===== config.mk =====
export PLATFORM = sky130hd
export DESIGN_NAME = pc_fetch_ctrl
export DESIGN_NICKNAME = d
export VERILOG_FILES = /design/src/rtl/rv_core_pkg.sv /design/src/rtl/pc_fetch_ctrl.sv
export SDC_FILE = /design/constraint.sdc
export NUM_CORES = 1
export LEC_CHECK = 0
export CAP_MARGIN = 20
export CORE_UTILIZATION = 47
export CTS_CLUSTER_SIZE = 40
export DETAILED_ROUTE_END_ITERATION = 10
export PLACE_DENSITY = 0.86
export SYNTH_ARGS = -nofsm -noshare
export SYNTH_HDL_FRONTEND = slang
export SYNTH_SLANG_ARGS = --single-unit

===== constraint.sdc =====
create_clock -name clk -period 1.9 [get_ports clk]
set_clock_uncertainty 0.05 [all_clocks]
set_input_delay 0.19 -clock clk [delete_from_list [all_inputs] [get_ports clk]]
set_output_delay 0.19 -clock clk [all_outputs]
set_load 0.01 [all_outputs]

===== src/rtl/rv_core_pkg.sv =====
// Shared core package: datapath width, PC controller state encoding and the
// default reset / trap vectors used by the fetch front end.
package rv_core_pkg;

  localparam int XLEN = 32;

  typedef enum logic [1:0] {
    BOOT = 2'd0,
    RUN  = 2'd1,
    TRAP = 2'd2
  } pc_state_t;

  localparam logic [XLEN-1:0] DEF_RESET_VECTOR = 32'h0000_0000;
  localparam logic [XLEN-1:0] DEF_TRAP_VECTOR  = 32'h0000_0100;

endpackage


===== src/rtl/pc_fetch_ctrl.sv =====
// pc_fetch_ctrl: architectural PC register and fetch-request controller.
// Holds the PC, presents it to the external PC+4 adder and to imem, and only
// advances when the fetch handshake (fetch_valid_o && fetch_ready_i) completes.
// Redirects arriving while a request is outstanding are parked in a one-entry
// pending register and applied at the accept.
//
// Optional feature macro: PC_MISALIGN_TRAP_EN
//   defined   : a misaligned next PC raises a trap (TRAP state) instead of loading
//   undefined : low two bits of a loaded PC are cleared; trap outputs tied 0
//
// Ports:
//   clk, rst_n           clock, async active-low reset
//   pc_o                 current PC (adder Addr, imem address)
//   pc_plus4_i           adder NextAddr
//   fetch_valid_o/ready  fetch request handshake
//   stall_i              blocks issue of new requests (never drops a pending one)
//   redirect_valid_i/target_i  branch/jump redirect pulse
//   trap_o, trap_addr_o  misaligned-target trap status
//   trap_clear_i         trap acknowledge
module pc_fetch_ctrl
  import rv_core_pkg::*;
#(
  parameter logic [XLEN-1:0] RESET_VECTOR = DEF_RESET_VECTOR,
  parameter logic [XLEN-1:0] TRAP_VECTOR  = DEF_TRAP_VECTOR
) (
  input  logic            clk,
  input  logic            rst_n,
  output logic [XLEN-1:0] pc_o,
  input  logic [XLEN-1:0] pc_plus4_i,
  output logic            fetch_valid_o,
  input  logic            fetch_ready_i,
  input  logic            stall_i,
  input  logic            redirect_valid_i,
  input  logic [XLEN-1:0] redirect_target_i,
  output logic            trap_o,
  output logic [XLEN-1:0] trap_addr_o,
  input  logic            trap_clear_i
);

  pc_state_t       state_q, state_d;
  logic [XLEN-1:0] pc_q, pc_d;
  logic            fv_q, fv_d;
  logic            pend_vld_q, pend_vld_d;
  logic [XLEN-1:0] pend_tgt_q, pend_tgt_d;
  logic            accept;
  logic            load_req;
  logic [XLEN-1:0] load_tgt;

`ifdef PC_MISALIGN_TRAP_EN
  logic            trap_q, trap_d;
  logic [XLEN-1:0] trap_addr_q, trap_addr_d;
`endif

  assign accept = fv_q & fetch_ready_i;

  always_comb begin
    state_d    = state_q;
    pc_d       = pc_q;
    fv_d       = fv_q;
    pend_vld_d = pend_vld_q;
    pend_tgt_d = pend_tgt_q;
    load_req   = 1'b0;
    load_tgt   = '0;
`ifdef PC_MISALIGN_TRAP_EN
    trap_d      = trap_q;
    trap_addr_d = trap_addr_q;
`endif

    case (state_q)
      // BOOT behaves as an idle RUN cycle so the first edge after reset
      // release already raises the request.
      BOOT, RUN: begin
        state_d = RUN;
        if (accept) begin
          // A redirect in the accept cycle is newer than anything parked.
          load_req   = 1'b1;
          load_tgt   = redirect_valid_i ? redirect_target_i :
                       pend_vld_q       ? pend_tgt_q        : pc_plus4_i;
          pend_vld_d = 1'b0;
          fv_d       = ~stall_i;
        end else if (fv_q) begin
          // Request outstanding: PC must stay stable, park the redirect.
          if (redirect_valid_i) begin
            pend_vld_d = 1'b1;
            pend_tgt_d = redirect_target_i;
          end
        end else begin
          // Idle: a redirect (or a parked one) loads straight into the PC,
          // in the same edge the request may re-rise.
          if (redirect_valid_i) begin
            load_req = 1'b1;
            load_tgt = redirect_target_i;
          end else if (pend_vld_q) begin
            load_req = 1'b1;
            load_tgt = pend_tgt_q;
          end
          pend_vld_d = 1'b0;
          fv_d       = ~stall_i;
        end
      end
`ifdef PC_MISALIGN_TRAP_EN
      TRAP: begin
        // Redirects are dropped while the trap is pending.
        fv_d       = 1'b0;
        pend_vld_d = 1'b0;
        if (trap_clear_i) begin
          pc_d    = TRAP_VECTOR;
          trap_d  = 1'b0;
          state_d = RUN;
        end
      end
`endif
      default: begin
        state_d = BOOT;
        fv_d    = 1'b0;
      end
    endcase

    if (load_req) begin
`ifdef PC_MISALIGN_TRAP_EN
      if (|load_tgt[1:0]) begin
        state_d     = TRAP;
        fv_d        = 1'b0;
        trap_d      = 1'b1;
        trap_addr_d = load_tgt;
      end else begin
        pc_d = load_tgt;
      end
`else
      pc_d = load_tgt & ~32'h3;
`endif
    end
  end

  always_ff @(posedge clk or negedge rst_n) begin
    if (!rst_n) begin
      state_q    <= BOOT;
      pc_q       <= RESET_VECTOR;
      fv_q       <= 1'b0;
      pend_vld_q <= 1'b0;
      pend_tgt_q <= '0;
    end else begin
      state_q    <= state_d;
      pc_q       <= pc_d;
      fv_q       <= fv_d;
      pend_vld_q <= pend_vld_d;
      pend_tgt_q <= pend_tgt_d;
    end
  end

  assign pc_o          = pc_q;
  assign fetch_valid_o = fv_q;

`ifdef PC_MISALIGN_TRAP_EN
  always_ff @(posedge clk or negedge rst_n) begin
    if (!rst_n) begin
      trap_q      <= 1'b0;
      trap_addr_q <= '0;
    end else begin
      trap_q      <= trap_d;
      trap_addr_q <= trap_addr_d;
    end
  end

  assign trap_o      = trap_q;
  assign trap_addr_o = trap_addr_q;
`else
  assign trap_o      = 1'b0;
  assign trap_addr_o = '0;

  // Trap inputs/vector have no function without the trap feature.
  logic unused_trap_cfg;
  assign unused_trap_cfg = ^{TRAP_VECTOR, trap_clear_i};
`endif

endmodule

==> results of run 1 <==
[flip-flops by register name (all words and copies together) (netlist names)]
name,cells
fetch_valid_o,1
pc_o,30
pend_vld_q,1
pend_tgt_q,30
[synthesized netlist by cell type (all sizes together), types with 2 or more instances]
library cell	instances	area share
clkbuf	15	0.016
dfrtp	62	0.45
o31ai	30	0.11
o21ai	30	0.043
mux2	30	0.13
nor2	2	0.0022
buf	46	0.10
a221oi	30	0.076
nor2b	32	0.061
nand2	2	0.0029
[per-layer routing]
layer  global-route usage  up-vias
li1                     -     1159
met1               0.2861     1301
met2               0.3939      117
met3              0.03487        6
met4              0.08793        0
met5                    0        -
[how the worst min path moves through the flow]
stage | endpoint | cells after the start | slack (ns) | startpoint
2_1_floorplan | fetch_valid_o$_DFF_PN0_ | 0 | -0.16 | rst_n
3_3_place_gp | pc_o[15]$_DFFE_PN0P_ | 1 | 0.07 | rst_n
3_5_place_dp | pc_o[14]$_DFFE_PN0P_ | 1 | 0.07 | rst_n
5_1_grt | fetch_valid_o$_DFF_PN0_ | 2 | 0.28 | stall_i
4_1_cts | pc_o[15]$_DFFE_PN0P_ | 2 | 0.25 | rst_n
6_report | pc_o[15]$_DFFE_PN0P_ | 2 | 0.25 | rst_n
[power by group through the flow]
stage | Clock [mW] | Combinational [mW] | Sequential [mW]
after floorplan | 0 | 0.612 | 1.72
after global placement | 0 | 1.04 | 1.69
after detailed placement | 0 | 1.08 | 1.70
after CTS | 1.30 | 1.08 | 1.68
after global routing | 1.36 | 1.16 | 1.71
final | 1.28 | 1.08 | 1.69
[cell families (layout without fill, tap and decap cells)]
kind of cell	Yosys count	count (layout)
compound gates	90	90
buf+inv	61	124
other cells	1	35
simple gates	39	40
flops	62	62
mux	30	30
[worst max-delay path, stage by stage, from the launching register on]
cell and delay [ns]:
dfrtp_1 0.37, buf_6 0.12, nor2b_4 0.45, nand2_4 0.18, buf_4 0.22, mux2_4 0.30
[cell type report]
cell class              count  share of cell area
clock buffers              10             0.02988
clock inverters             6             0.01847
multi-input cells         195              0.3566
flip-flops and latches     62              0.3368
well taps                  96             0.02607
repair buffers            108              0.2322
[per-stage QoR]
step	TNS (ns)	utilization	instance area [sq um]	setup slack [ns]	std cells
after floorplan	0	-	3586	0.5519	317
after global placement	-5.847	0.6267	4352	-0.1086	459
after detailed placement	-6.937	0.6267	4352	-0.1439	459
after CTS	0	0.6616	4594	0.0002744	476
after global routing	-0.08051	0.6634	4607	-0.009057	477
final	0	0.6634	4607	0.07942	477
[repair_timing]
| item | in CTS | in global routing |
|---|---|---|
| pin swaps | 0 | 1 |
| cloned | 0 | 1 |
| setup endpoints to repair | 11 | 30 |
| endpoints found under the hold margin | 12 | 0 |
| resized for setup | 2 | 2 |
| hold buffers | 1 | 0 |
==> summary.txt, run 1 <==
Outcome
  • Status: complete, no violations

Timing
  • Final period utilization: 0.9582
  • RSZ-0062 raised after global routing: yes
  • Final hold violation count: 0
  • Fmax: 549.3 MHz
  • Tightest Pin Transition: approximately 0.52 ns
  • Min Hold Slack: ~0.25 ns
  • Slew margin rel.: 0.6559
  • Final min period: 1.821 ns
  • Fin. max-slew vios: 0
  • Final setup vio count: 0

Critical path
  • Crit path capture: pend_tgt_q[8]$_DFFE_PN0P_
  • WP data required: between 2 and 2.5 ns
  • Flop2flop setup slack: roughly 0.08 ns
  • CP Launch Type: flip-flop
  • Worst flop-to-flop path endpoint: pend_tgt_q[8]$_DFFE_PN0P_
  • Top fanout value on the critical path: 20
  • Reg-to-Reg Start: fetch_valid_o$_DFF_PN0_
  • Critical Path End Type: flip-flop
  • Critical setup path kind: flip-flop to flip-flop
  • CP startpoint: fetch_valid_o$_DFF_PN0_
  • R2r worst-path depth: 5
  • WP data arrival: 1.98 ns

Detailed routing
  • Wirelength per Cell: around 18 um
  • Antenna viol nets, final: 0
  • Vias/cell: about 5.4
  • M1 WL: between 3000 and 4000 um
  • DRT iter0 DRCs: between 100 and 150
  • Wire length on met2: ~4200 um
  • Max Used Layer: met4
  • Post-Route WL: between 8000 and 9000 um
  • Met3 wire length: around 500 um
  • Routed via count: roughly 2600
  • Drt pass-1 iters: 4
  • # DRC: 0

Floorplan
  • Die width: between 80 and 90 um
  • Die height: approximately 90 um
  • I/O pins: ~140
  • Initial Util: 0.4980
  • Die area: 7705 sq um
  • # rows: 30
  • Core area: between 6000 and 7000 sq um

CTS
  • Post-CTS Setup Bufs: 0
  • TritonCTS Buffers: 9
  • H-tree levels: 3
  • CTS tree: yes
  • Clk sinks: 62
  • CTS root buffer: clkbuf_8
  • Later-pin clock latency in the skew report: 0.33 ns
  • Bufs on Longest Clock Path: 2
  • Reg clk slew, reported paths: 0.07 ns

Global route
  • First-pass GRT wire length: 13080 um
  • Vias in the first global route: roughly 2600
  • GRT Total Usage: 0.2275
  • Total gr overflow: 0
  • Initial antenna violation count: 0
  • Largest net degree at the start of global routing: 45

Pwr
  • Final total power: roughly 4 mW
  • Sw frac: 0.2728
  • Logic pwr share: 0.267
  • NetSw: between 1 and 1.5 mW
  • Max rail drop VDD: roughly 0.00035 V
  • P per Cell Area: a little under 900 nW/um^2
  • Leakage: around 2.0 nW
  • Internal: between 2 and 3 mW
  • Clock power share: 0.317
  • Part of the power in registers: 0.416

Logic synthesis
  • Simple-Gate Fraction of Synth Area: 0.07308
  • Area of the mapped netlist: roughly 3500 sq um
  • Seq/Total Area, Yosys: 0.4486
  • Post-synthesis adder-cell area fraction: 0
  • Synth Area per Inst: approximately 12 sq um
  • XOR/XNOR Fraction of Synth Area: 0
  • Largest family of logic cells by synthesized area: compound AO/OA/AOI/OAI gates
  • Complex-gate fraction of the synthesized area: 0.2265
  • Mapped Cells: around 280
  • Unique masters post-synth: 20
  • Synthesized flop and latch total: just over 60
  • Yosys warning total: 0
  • Number of flops mapped to enable cells by yosys: 0
  • Main synth FF type: dfrtp_1
  • Mux cell area share after synthesis: 0.1302
  • Ys async rst share: 1.000

Finish
  • Layout Area Growth over Synthesis: 33.21%
  • Commonest non-fill, non-tap cell in the layout: clkdlybuf4s50_1
  • Multi-input gate area: 1643 sq um
  • Register area: 1551 sq um
  • Most frequent cells in the layout: clkdlybuf4s50_1, dfrtp_1, conb_1
  • Ant. Diodes: 0
  • Final net count: approximately 450
  • Fillers: approximately 510
  • Fraction of layout cells with a size suffix above 1: 0.2493

Hold path
  • Hold WC Path Type: input port to async pin

Placement
  • Final GP Congestion: 0.7526
  • Placed wire-length estimate: 5595 um
  • I/O Buffers: 95

Run
  • Max Cap Viol: 0
Note: power is estimated with default switching activity, not from simulation.
==> inputs of run 2 (changes only) <==
Settings changed: GPL_TIMING_DRIVEN set to 0.
==> summary.txt, run 2 (synthesized netlist as in run 1, its figures left out) <==
Outcome
  • Status: complete, no violations

Pwr
  • Leakage: 2.144 nW (+8.5%)
  • P per Cell Area: 803.1 nW/um^2 (-8.7%)
  • Max rail drop VDD: 0.0005088 V (+43%)

Timing
  • Slew margin rel.: 0.5950 (-0.06089)
  • Final hold violation count: 0 (unchanged)
  • Final min period: 1.580 ns (-0.2402 ns)
  • Final period utilization: 0.8318 (-0.1264)
  • Tightest Pin Transition: 0.6075 ns (+0.09243 ns)
  • Fmax: 632.8 MHz (+15%)
  • RSZ-0062 raised after global routing: no
  • Fin. max-slew vios: 0 (unchanged)
  • Setup TNS Final: 0 ns (unchanged)
  • Final setup vio count: 0 (unchanged)

Floorplan
  • I/O pins: 136 (unchanged)
  • Die width: 87.78 um (unchanged)
  • Die height: 87.78 um (unchanged)
  • Core area: 6944 sq um (unchanged)
  • Initial Util: 0.4980 (unchanged)
  • # rows: 30 (unchanged)
  • Die area: 7705 sq um (unchanged)

Global route
  • Largest net degree at the start of global routing: 38 (-16%)
  • GRT Total Usage: 0.2465 (+0.01896)
  • Total gr overflow: 0 (unchanged)
  • Vias in the first global route: 2806 (+6.2%)
  • Initial antenna violation count: 0 (unchanged)
  • First-pass GRT wire length: 14130 um (+8.1%)

Critical path
  • CP max stage cell: clkdlybuf4s50_1
  • Reg-to-Reg Start: pend_vld_q$_DFFE_PN0P_
  • R2r worst-path depth: 5 (unchanged)
  • Critical Path End Type: primary output
  • Top fanout value on the critical path: 5 (-75%)
  • CP cell instances: clkdlybuf4s50_1
  • Critical path depth: 1 (-4)
  • WP data required: 1.66 ns (-0.40 ns)
  • Crit path max-delay family: buffers and inverters
  • Crit path capture: fetch_valid_o
  • Delay of the slowest critical-path stage: 0.59 ns (+0.14 ns)
  • Worst flop-to-flop path endpoint: pc_o[7]$_DFFE_PN0P_
  • WP data arrival: 1.34 ns (-0.64 ns)
  • Flop2flop setup slack: 0.36 ns (+0.28 ns)
  • Critical setup path kind: flip-flop to primary output
  • Buf/Inv on CP: 1 (-1)
  • CP startpoint: fetch_valid_o$_DFF_PN0_
  • CP Launch Type: flip-flop

Finish
  • Ant. Diodes: 0 (unchanged)
  • Fraction of layout cells with a size suffix above 1: 0.2927 (+0.04340)
  • Commonest non-fill, non-tap cell in the layout: clkdlybuf4s50_1
  • Fillers: 508 (-1.2%)
  • Register area: 1551 sq um (unchanged)
  • Final net count: 494 (+11%)
  • Most frequent cells in the layout: clkdlybuf4s50_1, dfrtp_1, buf_4
  • Multi-input gate area: 1618 sq um (-1.5%)
  • Layout Area Growth over Synthesis: 40.12%
  • Design area: 4846 sq um (+5.2%)
  • Finished Layout Cells: 523 (+9.6%)

Detailed routing
  • DRT iter0 DRCs: 118 (-9.9%)
  • # DRC: 0 (unchanged)
  • Antenna viol nets, final: 0 (unchanged)
  • Routed via count: 2691 (+4.2%)
  • Post-Route WL: 8820 um (+4.0%)
  • Drt pass-1 iters: 4 (unchanged)
  • Wirelength per Cell: 16.86 um (-5.1%)
  • Vias/cell: 5.145 (-5.0%)

Placement
  • Placed insts: 508 (+11%)
  • Placed wire-length estimate: 6259 um (+12%)
  • Final GP Congestion: 0.8048 (+6.9%)
  • I/O Buffers: 94 (-1.1%)
  • Cell Area, Placed: 4662 sq um (+7.1%)

CTS
  • H-tree levels: 3 (unchanged)
  • Later-pin clock latency in the skew report: 0.34 ns (about the same)
  • CTS tree: yes
  • CTS root buffer: clkbuf_8
  • Post-CTS Setup Bufs: 0 (unchanged)
  • Bufs on Longest Clock Path: 2 (unchanged)
  • Reg clk slew, reported paths: 0.06 ns (about the same)
  • TritonCTS Buffers: 9 (unchanged)
  • Clk sinks: 62 (unchanged)

Run
  • Max Cap Viol: 0 (unchanged)

Hold path
  • Hold WC Path Type: input port to flip-flop
## run 2: cell types whose count changed in the layout (fill, tap and decap cells not counted), moves of 2 or more
cell        delta
clkbuf_1      +16
clkbuf_8       +2
buf_4         +28
clkinvlp_4     -2
buf_6          +5
bufinv_16      -2
buf_2          +2
## run 2: through the flow
stage	hold WS [ns]	setup WS, ns	total power [mW]	util
after floorplan	-0.1556	0.5519	2.330	-
after global placement	0.4410	-1.386	2.800	0.6692
after detailed placement	0.1843	0.2301	2.849	0.6714
after CTS	0.1908	0.3090	3.912	0.6978
after global routing	0.2581	0.2031	4.073	0.6978
final	0.2013	0.3196	3.892	0.6978
## run 2: cell type report
| class | instances | share of cell area |
|---|---|---|
| clock buffer | 13 | 0.03486 |
| clock inverter | 1 | 0.001033 |
| sequential | 62 | 0.3202 |
| timing repair buffer | 96 | 0.1993 |
| tap | 96 | 0.02479 |
| multi-input combinational | 194 | 0.3338 |
| buffer | 61 | 0.08598 |
## run 2: report_power, final
group / leakage [nW] / switching [mW] / internal (mW)
Combinational: 1.31 / 0.468 / 0.681
Sequential: 0.741 / 0.133 / 1.55
Clock: 0.0914 / 0.496 / 0.564
## run 2: timing repair
action | 4_1_cts | 5_1_grt
hold endpoints to repair | 25 | 0
hold buffers | 1 | 0
resized for setup | 0 | 0
## run 2: worst min-delay path by stage
stage | start | end | slack (ns) | cells after the start
2_1_floorplan | rst_n | fetch_valid_o$_DFF_PN0_ | -0.16 | 0
3_3_place_gp | pend_tgt_q[15]$_DFFE_PN0P_ | pend_tgt_q[15]$_DFFE_PN0P_ | 0.44 | 1
3_5_place_dp | rst_n | pc_o[13]$_DFFE_PN0P_ | 0.18 | 1
4_1_cts | redirect_valid_i | pc_o[30]$_DFFE_PN0P_ | 0.19 | 3
5_1_grt | redirect_valid_i | pc_o[30]$_DFFE_PN0P_ | 0.26 | 3
6_report | redirect_valid_i | pc_o[30]$_DFFE_PN0P_ | 0.20 | 3
## run 2: per-layer routing
layer | track usage | part of all wire
met5 | 0 | 0
met4 | 0.06110 | 0.0093
met3 | 0.06503 | 0.061
met2 | 0.4130 | 0.50
met1 | 0.3180 | 0.42
==> inputs of run 3 (changes only) <==
Settings changed: CORE_UTILIZATION 47 to 40, PLACE_DENSITY 0.86 to 0.77.
Clock period 1.9 ns to 1.3 ns, I/O delays scaled along.
==> summary.txt, run 3 (synthesized netlist as in run 1, its figures left out) <==
CTS
  • Bufs on Longest Clock Path: 2 (unchanged)
  • Later-pin clock latency in the skew report: 0.34 ns (about the same)
  • H-tree levels: 3 (unchanged)
  • CTS root buffer: clkbuf_8
  • Reg clk slew, reported paths: 0.07 ns (about the same)
  • TritonCTS Buffers: 9 (unchanged)
  • CTS tree: yes
  • Clk sinks: 62 (unchanged)

Timing
  • Final setup vio count: 61 (+61)
  • RSZ-0062 raised after global routing: yes
  • Fmax: 649.6 MHz
  • Final setup margin: -0.2394 ns (-0.5590 ns)
  • Final min period: between 1.5 and 2 ns
  • Final period utilization: 1.184
  • Slew margin rel.: 0.2969 (-0.2981)
  • Fin. max-slew vios: 0 (unchanged)
  • Tightest Pin Transition: 1.055 ns (+0.4471 ns)
  • Final hold violation count: 0 (unchanged)

Placement
  • Pre-CTS setup slack: -0.3177 ns (-0.5478 ns)
  • I/O Buffers: 94 (unchanged)
  • Placed wire-length estimate: 6148 um (-1.8%)
  • Final GP Congestion: 0.7426 (-7.7%)

Critical path
  • Reg-to-Reg Start: fetch_valid_o$_DFF_PN0_
  • Critical path depth: 6 (+5)
  • Crit path max-delay family: flip-flops
  • Buf/Inv on CP: 3 (+2)
  • Worst flop-to-flop path endpoint: pc_o[14]$_DFFE_PN0P_
  • WP data required: 1.45 ns (-0.21 ns)
  • Top cell by count, worst path: buf_6
  • WP data arrival: 1.69 ns (+0.35 ns)
  • Delay of the slowest critical-path stage: 0.42 ns (-0.17 ns)
  • Top fanout value on the critical path: 5 (unchanged)
  • Critical Path End Type: flip-flop
  • CP startpoint: fetch_valid_o$_DFF_PN0_
  • CP max stage cell: dfrtp_1
  • CP Launch Type: flip-flop
  • CP cell instances: buf_6, nor2b_4, buf_6, buf_4, a221oi_2, o31ai_2
  • Flop2flop setup slack: -0.24 ns (-0.60 ns)
  • Critical setup path kind: flip-flop to flip-flop
  • R2r worst-path depth: 6 (+1)

Global route
  • GRT Total Usage: 0.2252 (-0.02132)
  • Total gr overflow: 0 (unchanged)
  • First-pass GRT wire length: 15070 um (+6.6%)
  • Largest net degree at the start of global routing: 63 (+66%)
  • Vias in the first global route: 2897 (+3.2%)
  • Initial antenna violation count: 0 (unchanged)

Floorplan
  • # rows: 33 (+10%)
  • Die width: 94.98 um (+8.2%)
  • Die area: 9021 sq um (+17%)
  • Die height: 94.98 um (+8.2%)
  • Core area: 8299 sq um (+20%)
  • Initial Util: 0.4167 (-0.08131)
  • I/O pins: 136 (unchanged)

Finish
  • Fillers: 626 (+23%)
  • Register area: 1551 sq um (unchanged)
  • Final core occ: 0.6691 (-0.02876)
  • Ant. Diodes: 0 (unchanged)
  • Multi-input gate area: 1986 sq um (+23%)
  • Final net count: 509 (+3.0%)
  • Fraction of layout cells with a size suffix above 1: 0.4018 (+0.1091)
  • Layout Area Growth over Synthesis: 60.56%
  • Most frequent cells in the layout: dfrtp_1, clkdlybuf4s50_1, buf_4

Hold path
  • Hold depth: 3 (unchanged)
  • Hold endpoint: pc_o[30]$_DFFE_PN0P_
  • Hold WC Path Type: input port to flip-flop
  • Hold path startpoint: redirect_valid_i

Detailed routing
  • Routed via count: 2824 (+4.9%)
  • Drt pass-1 iters: 5 (+1)
  • Antenna viol nets, final: 0 (unchanged)
  • Wirelength per Cell: 18.43 um (+9.3%)
  • DRT iter0 DRCs: 113 (-4.2%)
  • Vias/cell: 5.153 (+0.15%)
  • # DRC: 0 (unchanged)
  • Post-Route WL: 10100 um (+14%)

Pwr
  • P per Cell Area: 1127 nW/um^2 (+40%)
  • Max rail drop VDD: 0.0004646 V (-8.7%)
  • Leakage: 2.497 nW (+16%)

Run
  • Max Cap Viol: 0 (unchanged)

Outcome
  • Failing checks: setup timing
  • Status: complete, but fails checks
==> run 3: worst reg2reg max path, cell delays in order, from the launching register on <==
cell and delay [ns]:
dfrtp_1 0.42, buf_6 0.14, nor2b_4 0.15, buf_6 0.14, buf_4 0.13, a221oi_2 0.28
o31ai_2 0.10
==> run 3: worst max path at each step <==
stage	to	slack, ns
after floorplan	pend_tgt_q[10]$_DFFE_PN0P_	-0.04
after global placement	pend_tgt_q[2]$_DFFE_PN0P_	-2.02
after global routing	pc_o[15]$_DFFE_PN0P_	-0.26
after CTS	pc_o[24]$_DFFE_PN0P_	-0.19
after detailed placement	pc_o[21]$_DFFE_PN0P_	-0.32
final	pc_o[14]$_DFFE_PN0P_	-0.24
==> run 3: what timing repair did <==
| action | 4_1_cts | 5_1_grt |
|---|---|---|
| setup buffers | 7 | 4 |
| pin swaps | 22 | 7 |
| setup endpoints to repair | 91 | 61 |
| resized for setup | 110 | 21 |
| cloned | 4 | 2 |
| hold buffers | 1 | 0 |
| endpoints found under the hold margin | 62 | 0 |
==> run 3: cell type report <==
| class | count | share of cell area |
|---|---|---|
| plain buffers | 61 | 0.09621 |
| clock buffers | 12 | 0.02974 |
| clock inverters | 3 | 0.007661 |
| multi-input cells | 194 | 0.3576 |
| flip-flops and latches | 62 | 0.2794 |
| well taps | 105 | 0.02366 |
| repair buffers | 111 | 0.2057 |
==> run 3: power by group <==
group | internal (mW) | leakage (nW) | switching [mW]
combinational | 1.12 | 1.65 | 0.850
sequential | 2.26 | 0.741 | 0.251
clock | 1.03 | 0.104 | 0.742
==> run 3: stage by stage <==
step | total power [mW] | hold slack (ns) | cells | setup TNS [ns] | instance area [sq um]
after global placement | 4.138 | 0.4411 | 516 | -138.99 | 4707
final | 6.257 | 0.2113 | 548 | -10.31 | 5553
after floorplan | 3.433 | -0.2156 | 317 | -2.267 | 3635
after CTS | 6.161 | 0.1950 | 543 | -6.672 | 5398
after global routing | 6.522 | 0.2236 | 548 | -12.17 | 5553
after detailed placement | 4.188 | 0.2219 | 516 | -15.48 | 4705
==> run 3: layer usage <==
layer	GRT usage	vias to the layer above	wire length [um]
li1	-	1295	-
met2	0.3711	100	5206
met1	0.2833	1417	4250
met5	0	-	0
met3	0.04670	12	511
met4	0.1010	0	128
